[src/rtl/rr_arbiter4_pkg.sv]
// ============================================================================
// Module   : rr_arbiter4_pkg
// Purpose  : Shared constants and state encoding for the 4-way RR arbiter.
// Revision : 1.0 - initial release
// ============================================================================
`default_nettype none

package rr_arbiter4_pkg;

   localparam int DEFAULT_WIDTH = 5;
   localparam int NUM_REQ       = 4;

   typedef enum logic [0:0] {
      IDLE = 1'b0,
      HOLD = 1'b1
   } state_e;

endpackage

`default_nettype wire

[src/rtl/rr_pick4.sv]
// ============================================================================
// Module   : rr_pick4
// Purpose  : Rotating-priority picker: first set bit of eff from ptr upward.
// Revision : 1.0 - initial release
// ============================================================================
`default_nettype none

module rr_pick4
   import rr_arbiter4_pkg::*;
(
   input  logic [NUM_REQ-1:0] eff,
   input  logic [1:0]         ptr,
   output logic [1:0]         winner,
   output logic               any_req
);

   // Walk from the lowest priority offset up so the nearest set bit wins last.
   always_comb begin
      logic [1:0] idx;
      idx     = 2'd0;
      winner  = 2'd0;
      any_req = 1'b0;
      for (int i = NUM_REQ - 1; i >= 0; i--) begin
         idx = ptr + 2'(i);
         if (eff[idx]) begin
            winner  = idx;
            any_req = 1'b1;
         end
      end
   end

endmodule

`default_nettype wire

[src/rtl/rr_arbiter4.sv]
// ============================================================================
// Module   : rr_arbiter4
// Purpose  : 4-requester round-robin arbiter with a one-word valid/ready output.
// Revision : 1.0 - initial release
// ============================================================================
`default_nettype none

module rr_arbiter4
   import rr_arbiter4_pkg::*;
#(
   parameter int WIDTH = DEFAULT_WIDTH
) (
   input  logic               clk,
   input  logic               reset,
   input  logic [NUM_REQ-1:0] req,
   input  logic [WIDTH-1:0]   d0,
   input  logic [WIDTH-1:0]   d1,
   input  logic [WIDTH-1:0]   d2,
   input  logic [WIDTH-1:0]   d3,
   output logic [NUM_REQ-1:0] ack,
   output logic               out_valid,
   input  logic               out_ready,
   output logic [WIDTH-1:0]   out_data,
   output logic [1:0]         sel
);

   state_e               state_q, state_d;
   logic [1:0]           ptr_q, ptr_d;
   logic [1:0]           sel_q, sel_d;
   logic [WIDTH-1:0]     data_q, data_d;
   logic [NUM_REQ-1:0]   ack_q, ack_d;

   logic [NUM_REQ-1:0]   eff;
   logic [1:0]           pick_ptr;
   logic [1:0]           winner;
   logic                 any_req;
   logic                 handshake;
   logic                 capture;

   assign handshake = (state_q == HOLD) && out_ready;
   assign eff       = req & ~ack_q;
   // On a handshake the picker already sees the advanced pointer, so no bubble.
   assign pick_ptr  = handshake ? (sel_q + 2'd1) : ptr_q;
   assign capture   = any_req && ((state_q == IDLE) || handshake);

   rr_pick4 u_pick (
      .eff     (eff),
      .ptr     (pick_ptr),
      .winner  (winner),
      .any_req (any_req)
   );

   always_ff @(posedge clk) begin
      if (reset) begin
         state_q <= IDLE;
      end else begin
         state_q <= state_d;
      end
   end

   always_comb begin
      state_d = state_q;
      case (state_q)
         IDLE:    if (capture) state_d = HOLD;
         HOLD:    if (handshake && !any_req) state_d = IDLE;
         default: state_d = IDLE;
      endcase
   end

   always_comb begin
      ptr_d  = handshake ? (sel_q + 2'd1) : ptr_q;
      sel_d  = sel_q;
      data_d = data_q;
      ack_d  = '0;
      if (capture) begin
         sel_d = winner;
         ack_d = 4'b0001 << winner;
         case (winner)
            2'd0:    data_d = d0;
            2'd1:    data_d = d1;
            2'd2:    data_d = d2;
            default: data_d = d3;
         endcase
      end
   end

   always_ff @(posedge clk) begin
      if (reset) begin
         ptr_q  <= 2'd0;
         sel_q  <= 2'd0;
         data_q <= '0;
         ack_q  <= '0;
      end else begin
         ptr_q  <= ptr_d;
         sel_q  <= sel_d;
         data_q <= data_d;
         ack_q  <= ack_d;
      end
   end

   assign out_valid = (state_q == HOLD);
   assign out_data  = data_q;
   assign sel       = sel_q;
   assign ack       = ack_q;

endmodule

`default_nettype wire

[config.mk]
export PLATFORM = sky130hd
export DESIGN_NAME = rr_arbiter4
export DESIGN_NICKNAME = d
export VERILOG_FILES = /design/src/rtl/rr_arbiter4_pkg.sv /design/src/rtl/rr_pick4.sv /design/src/rtl/rr_arbiter4.sv
export SDC_FILE = /design/constraint.sdc
export NUM_CORES = 1
export LEC_CHECK = 0
export BUFFER_PORTS_ARGS = -buffer_cell sky130_fd_sc_hd__buf_2
export CELL_PAD_IN_SITES_DETAIL_PLACEMENT = 1
export CELL_PAD_IN_SITES_GLOBAL_PLACEMENT = 2
export CORE_MARGIN = 2
export CORE_UTILIZATION = 25
export DETAILED_ROUTE_END_ITERATION = 10
export HOLD_SLACK_MARGIN = 0.05
export PLACE_DENSITY_LB_ADDON = 0.25
export SYNTH_ARGS = -nofsm -noshare
export SYNTH_HDL_FRONTEND = slang
export SYNTH_SLANG_ARGS = --single-unit
[constraint.sdc]
create_clock -name clk -period 2.1 [get_ports clk]
set_input_delay 0.21 -clock clk [delete_from_list [all_inputs] [get_ports clk]]
set_output_delay 0.21 -clock clk [all_outputs]
set_load 0.03 [all_outputs]
==> out/results.txt, run 1 <==
Outcome = finished, final reports clean
Non-filler cells, final = 156
CTS buffer count = 3
Number of global-route vias before repair = 753
Worst Setup Start Kind = flip-flop
FP Rows = 20
Slew Viols, Final = 0
Flop pwr share = 42.4%
Critical Path Sink Type = flip-flop
Fmax achieved = 0.531 GHz
HPWL after detailed placement = 1670 µm
Cts hold-fix bufs = 0
Initial antenna violation count = 0
Routability Congestion = 0.715
Pre-Repair DR Iteration Count = 4
Sequential-to-total area share from yosys stat = 36.0%
Reg-to-Reg Start = ack[1]
Ports = 39
Mapped cell area = 778 µm²
Final Hold Vio Count = 0
Most common cell after layout, fill and taps aside = buf_2
Skew final = 0.00549 ns
Post-route cell area = 1040 µm²
Post-cts repair resize count = 0
Peak VDD IR = 0.000251 V
Post-CTS Setup Inserts = 0
Die X-Extent = 59.8 µm
Post-synth top flop = dfxtp_1
Pin count of the biggest net entering global routing = 14
Number of flops mapped to enable cells by yosys = 0
DR vias/cell = 4.84
Leakage = 0.505 nW
Mapped Nets = 107
Root Driver = clkbuf_4
# H-tree levels = 1
Worst-margin pin slew = 0.366 ns
RSZ-0062 raised after global routing = false
Critical hold path startpoint = reset
Synth warn = 0
Number of synthesized register bits = 14
Clock share of power = 19.5%
DRC = 0
Netlist cell types = 28
Hold Path Depth = 2
TNS Setup = 0 ns
Min cycle time layout = 1.88 ns
Hold endpoint = out_valid
Final critical-path share of the clock period = 89.7%
Avg Inst Size Synth = 9.73 µm²
Total power = 0.761 mW
Final setup vio count = 0
Data arrival time of the critical path = 2.03 ns
Clock Latency Late Sink = 0.27 ns
Combinational Power Share = 38.1%
Placed cell count = 153
Post-Synthesis Cells = 80
DR iter-0 viols = 6
Worst Hold Class = in2reg
Slew margin rel. = 75.5%
Int Pwr = 0.488 mW
Net switching fraction of the power = 35.9%
Vias = 755
Filler instances = 377
Max clock buf depth = 2
R2R depth = 6
Post-synth ARST share = 0%
Commonest cells after routing, fill and taps aside = buf_2 (38), mux2i_1 (14), dfxtp_1 (14)
Routed len/inst = 13.0 µm
Initial core utilization = 25.9%
CTS tree = yes
Max Cap Viol = 0
Reg clk slew, reported paths = 0.08 ns
Global-route wire length before repair = 3280 µm
Pwr Density = 732 nW/µm²
Core area = 3000 µm²
Critical path class = reg2reg
R2r endpoint = out_data[4]
Total track usage = 12.2%
Worst-path fanout max = 7
Die Span Y = 59.8 µm
Die area = 3580 µm²
Switching pwr = 0.273 mW
Post-Route WL = 2030 µm
Share of layout cells above drive strength 1 = 42.3%
Area Overhead vs Synth = 33.6%
Antenna Cells = 0
Sink Count = 14
Layout Nets = 152
Buffers added on ports = 38
Reg-to-reg setup timing slack = 0.22 ns
Crit path required time = 2.24 ns
Grt total ovfl = 0
Antenna viol nets, final = 0
Post-Place Cell Area = 1020 µm²
-- critical path, stage by stage (launching register included) --
cell and delay, ns:
dfxtp_1 0.32, nand2b_1 0.23, a21boi_0 0.12, o31a_2 0.29, o21ai_0 0.29, nand2b_1 0.33, o221ai_1 0.16
-- metrics by stage --
stage	setup slack [ns]	util (%)	hold slack, ns
6_report	0.216	34.6	0.186
5_1_grt	0.0293	34.6	0.188
4_1_cts	0.157	34.6	0.181
3_5_place_dp	0.201	33.9	0.447
3_3_place_gp	0.219	33.9	0.446
2_1_floorplan	0.201	-	0.279
-- how the worst max path moves through the flow --
stage	startpoint	endpoint	depth (start not counted)
detailed placement	ack[1]	out_data[4]	6
floorplan	out_valid	out_data[0]	7
finish	ack[1]	out_data[4]	6
global route	ack[1]	out_data[4]	6
CTS	ack[1]	out_data[4]	6
global placement	ack[1]	out_data[4]	6
-- cell type report --
class / count / area (µm²) / area share (%)
tap: 33 / 41.3 / 3.97
clock buffer: 3 / 22.5 / 2.17
timing repair buffer: 41 / 213 / 20.5
multi-input combinational: 63 / 475 / 45.7
inverter: 2 / 7.51 / 0.722
sequential: 14 / 280 / 27.0
-- synth_stat cells (2+ instances only) --
cell type | instances | area, µm²
dfxtp_1 | 14 | 280
mux2i_1 | 14 | 140
nor2_1 | 9 | 33.8
nand2_1 | 8 | 30.0
nand2b_1 | 5 | 31.3
o221ai_1 | 5 | 43.8
nor2b_1 | 3 | 18.8
inv_1 | 2 | 7.51
-- power by group through the flow --
stage                     Sequential, mW  Combinational (mW)  Clock (mW)
after floorplan                    0.384               0.150           0
after global placement             0.328               0.292           0
after detailed placement           0.329               0.295           0
after CTS                          0.323               0.296       0.158
after global routing               0.328               0.317       0.168
final                              0.323               0.290       0.148
-- kinds of logic (layout without fill, tap and decap cells) --
logic type | count (synthesis) | count (layout) | share of synthesized area, %
multiplexers | 14 | 14 | 18.0
buffers and inverters | 3 | 46 | 2.89
AO/OA/AOI/OAI | 16 | 16 | 20.1
flip-flops | 14 | 14 | 36.0
XOR/XNOR | 1 | 1 | 1.13
AND/OR/NAND/NOR | 32 | 32 | 21.9
-- registers in the layout (all words and copies together) (netlist names) --
register / flops
out_valid: 1
ptr_q: 2
ack: 4
sel: 2
out_data: 5
-- per-layer routing --
metal	share of wire, %	global-route usage (%)
met1	43	15.0
met2	51	20.7
met3	5.0	2.38
met4	0.79	4.76
met5	0	0
(Power assumes the default switching activity.)
==> run 2: changes to the inputs <==
--- a/config.mk
+++ b/config.mk
@@ -8,10 +8,9 @@
 export BUFFER_PORTS_ARGS = -buffer_cell sky130_fd_sc_hd__buf_2
 export CELL_PAD_IN_SITES_DETAIL_PLACEMENT = 1
 export CELL_PAD_IN_SITES_GLOBAL_PLACEMENT = 2
-export CORE_MARGIN = 2
 export CORE_UTILIZATION = 25
 export DETAILED_ROUTE_END_ITERATION = 10
-export HOLD_SLACK_MARGIN = 0.05
+export HOLD_SLACK_MARGIN = 0.02
 export PLACE_DENSITY_LB_ADDON = 0.25
 export SYNTH_ARGS = -nofsm -noshare
 export SYNTH_HDL_FRONTEND = slang
==> out/results.txt, run 2 (synthesis gave the netlist of run 1 again) <==
Die X-Extent = 57.8 µm (was 59.8 µm)
Routability Congestion = 0.775 (was 0.715)
Initial antenna violation count = 0 (unchanged)
Net switching fraction of the power = 35.3% (was 35.9%)
Int Pwr = 0.529 mW (was 0.488 mW)
Largest register FFs = 5 (unchanged)
Root Driver = clkbuf_4 (unchanged)
DR vias/cell = 4.79 (was 4.84)
Filler instances = 359 (was 377)
Critical path class = reg2reg (unchanged)
Most common cell after layout, fill and taps aside = buf_2 (unchanged)
Area Overhead vs Synth = 36.0% (was 33.6%)
CTS tree = yes (unchanged)
Flop pwr share = 39.5% (was 42.4%)
Final setup vio count = 0 (unchanged)
Clock Latency Late Sink = 0.28 ns (was 0.27 ns)
Initial core utilization = 27.3% (was 25.9%)
Final worst slack = 0.179 ns (was 0.216 ns)
# H-tree levels = 1 (unchanged)
CTS buffer count = 3 (unchanged)
CP max stage delay = 0.47 ns (was 0.33 ns)
Leakage = 0.517 nW (was 0.505 nW)
Worst slack, placed = 0.186 ns (was 0.201 ns)
Core area = 2850 µm² (was 3000 µm²)
Number of global-route vias before repair = 824 (was 753)
Layout Nets = 153 (was 152)
DR iter-0 viols = 20 (was 6)
Total track usage = 14.0% (was 12.2%)
Buffers added on ports = 38 (unchanged)
Clock share of power = 24.4% (was 19.5%)
FP Rows = 19 (was 20)
Outcome = finished with violations (was finished, final reports clean)
Ports = 39 (unchanged)
Reg clk slew, reported paths = 0.09 ns (was 0.08 ns)
Critical path's top delay family = compound AO/OA/AOI/OAI gates (unchanged)
Worst Setup Start Kind = flip-flop (unchanged)
Post-CTS Setup Inserts = 0 (unchanged)
Combinational Power Share = 36.2% (was 38.1%)
Switching pwr = 0.288 mW (was 0.273 mW)
Antenna viol nets, final = 0 (unchanged)
Share of layout cells above drive strength 1 = 43.2% (was 42.3%)
Die area = 3340 µm² (was 3580 µm²)
Skew final = 0.00531 ns (was 0.00549 ns)
Data arrival time of the critical path = 2.08 ns (was 2.03 ns)
Pin count of the biggest net entering global routing = 14 (unchanged)
Peak VDD IR = 0.000226 V (was 0.000251 V)
Worst Hold Class = in2reg (unchanged)
Die Span Y = 57.8 µm (was 59.8 µm)
Post-Route WL = 2090 µm (was 2030 µm)
Crit path required time = 2.26 ns (was 2.24 ns)
Cell Chain, Critical Path = xor2_1 -> mux2i_1 -> o311a_1 -> o21ai_0 -> nand2b_1 -> o221ai_1 (was nand2b_1 -> a21boi_0 -> o31a_2 -> o21ai_0 -> nand2b_1 -> o221ai_1)
Global-route wire length before repair = 3540 µm (was 3280 µm)
Final critical-path share of the clock period = 91.5% (was 89.7%)
Max clock buf depth = 2 (unchanged)
Antenna Cells = 0 (unchanged)
TNS Setup = 0 ns (unchanged)
Total power = 0.818 mW (was 0.761 mW)
Slew margin rel. = 73.9% (was 75.5%)
Worst-margin pin slew = 0.389 ns (was 0.366 ns)
Slowest cell on the critical path = dfxtp_1 (was nand2b_1)
RSZ-0062 raised after global routing = false (unchanged)
HPWL after detailed placement = 1690 µm (was 1670 µm)
Routed len/inst = 13.4 µm (was 13.0 µm)
Critical Path Sink Type = flip-flop (unchanged)
Slew Viols, Final = 0 (unchanged)
Sink Count = 14 (unchanged)
Non-filler cells, final = 156 (unchanged)
Pre-Repair DR Iteration Count = 6 (was 4)
Max Cap Viol = 0 (unchanged)
Final Hold Vio Count = 0 (unchanged)
Min cycle time layout = 1.92 ns (was 1.88 ns)
Grt total ovfl = 0 (unchanged)
Buf+Inv Stages, Crit Path = 0 (unchanged)
Post-cts repair resize count = 0 (unchanged)
Placed cell count = 152 (was 153)
Cts hold-fix bufs = 0 (unchanged)
Worst-path fanout max = 7 (unchanged)
Commonest cells after routing, fill and taps aside = buf_2 (38), mux2i_1 (14), dfxtp_1 (14) (unchanged)
Failing checks = DRC
Pwr Density = 772 nW/µm² (was 732 nW/µm²)
DRC = 2 (was 0)
Fmax achieved = 0.520 GHz (was 0.531 GHz)
Vias = 748 (was 755)
==> run 2: cell count changes in the layout (fill, tap and decap cells not counted), sizes merged <==
cell    before  now
buf         41   42
clkbuf       3    4
==> run 2: final cells by class <==
| type | instances | area (µm²) | area share (%) |
|---|---|---|---|
| multi-input cells | 63 | 475 | 44.9 |
| flip-flops and latches | 14 | 280 | 26.5 |
| repair buffers | 42 | 220 | 20.8 |
| well taps | 31 | 38.8 | 3.66 |
| clock buffers | 4 | 36.3 | 3.43 |
| inverters | 2 | 7.51 | 0.709 |
==> run 2: metal layers <==
metal | routed length, µm | GRT usage, % | vias to the layer above
met3 | 127 | 3.13 | 4
li1 | - | - | 381
met2 | 1010 | 22.9 | 28
met1 | 905 | 17.2 | 335
met5 | 0 | 0 | -
met4 | 36 | 7.14 | 0
==> run 2: power groups by stage <==
| stage | registers (mW) | clock network [mW] | logic, mW |
|---|---|---|---|
| after floorplan | 0.384 | 0 | 0.150 |
| after global placement | 0.328 | 0 | 0.295 |
| after detailed placement | 0.328 | 0 | 0.299 |
| after CTS | 0.323 | 0.208 | 0.300 |
| after global routing | 0.328 | 0.224 | 0.319 |
| final | 0.323 | 0.199 | 0.296 |
==> run 2: final timing paths <==
kind / from / to / slack (ns) / cells past startpoint
max: sel[0] / out_data[4] / 0.18 / 6
min: reset / sel[0] / 0.17 / 2
max reg2reg: sel[0] / out_data[4] / 0.18 / 6
min reg2reg: out_data[2] / out_data[2] / 0.47 / 2
==> run 2: stage by stage <==
step	cell area, µm²	util, %	hold WS, ns
after floorplan	778	-	0.279
after global placement	1020	35.8	0.444
after detailed placement	1020	35.8	0.458
after CTS	1060	37.1	0.163
after global routing	1060	37.1	0.168
final	1060	37.1	0.167
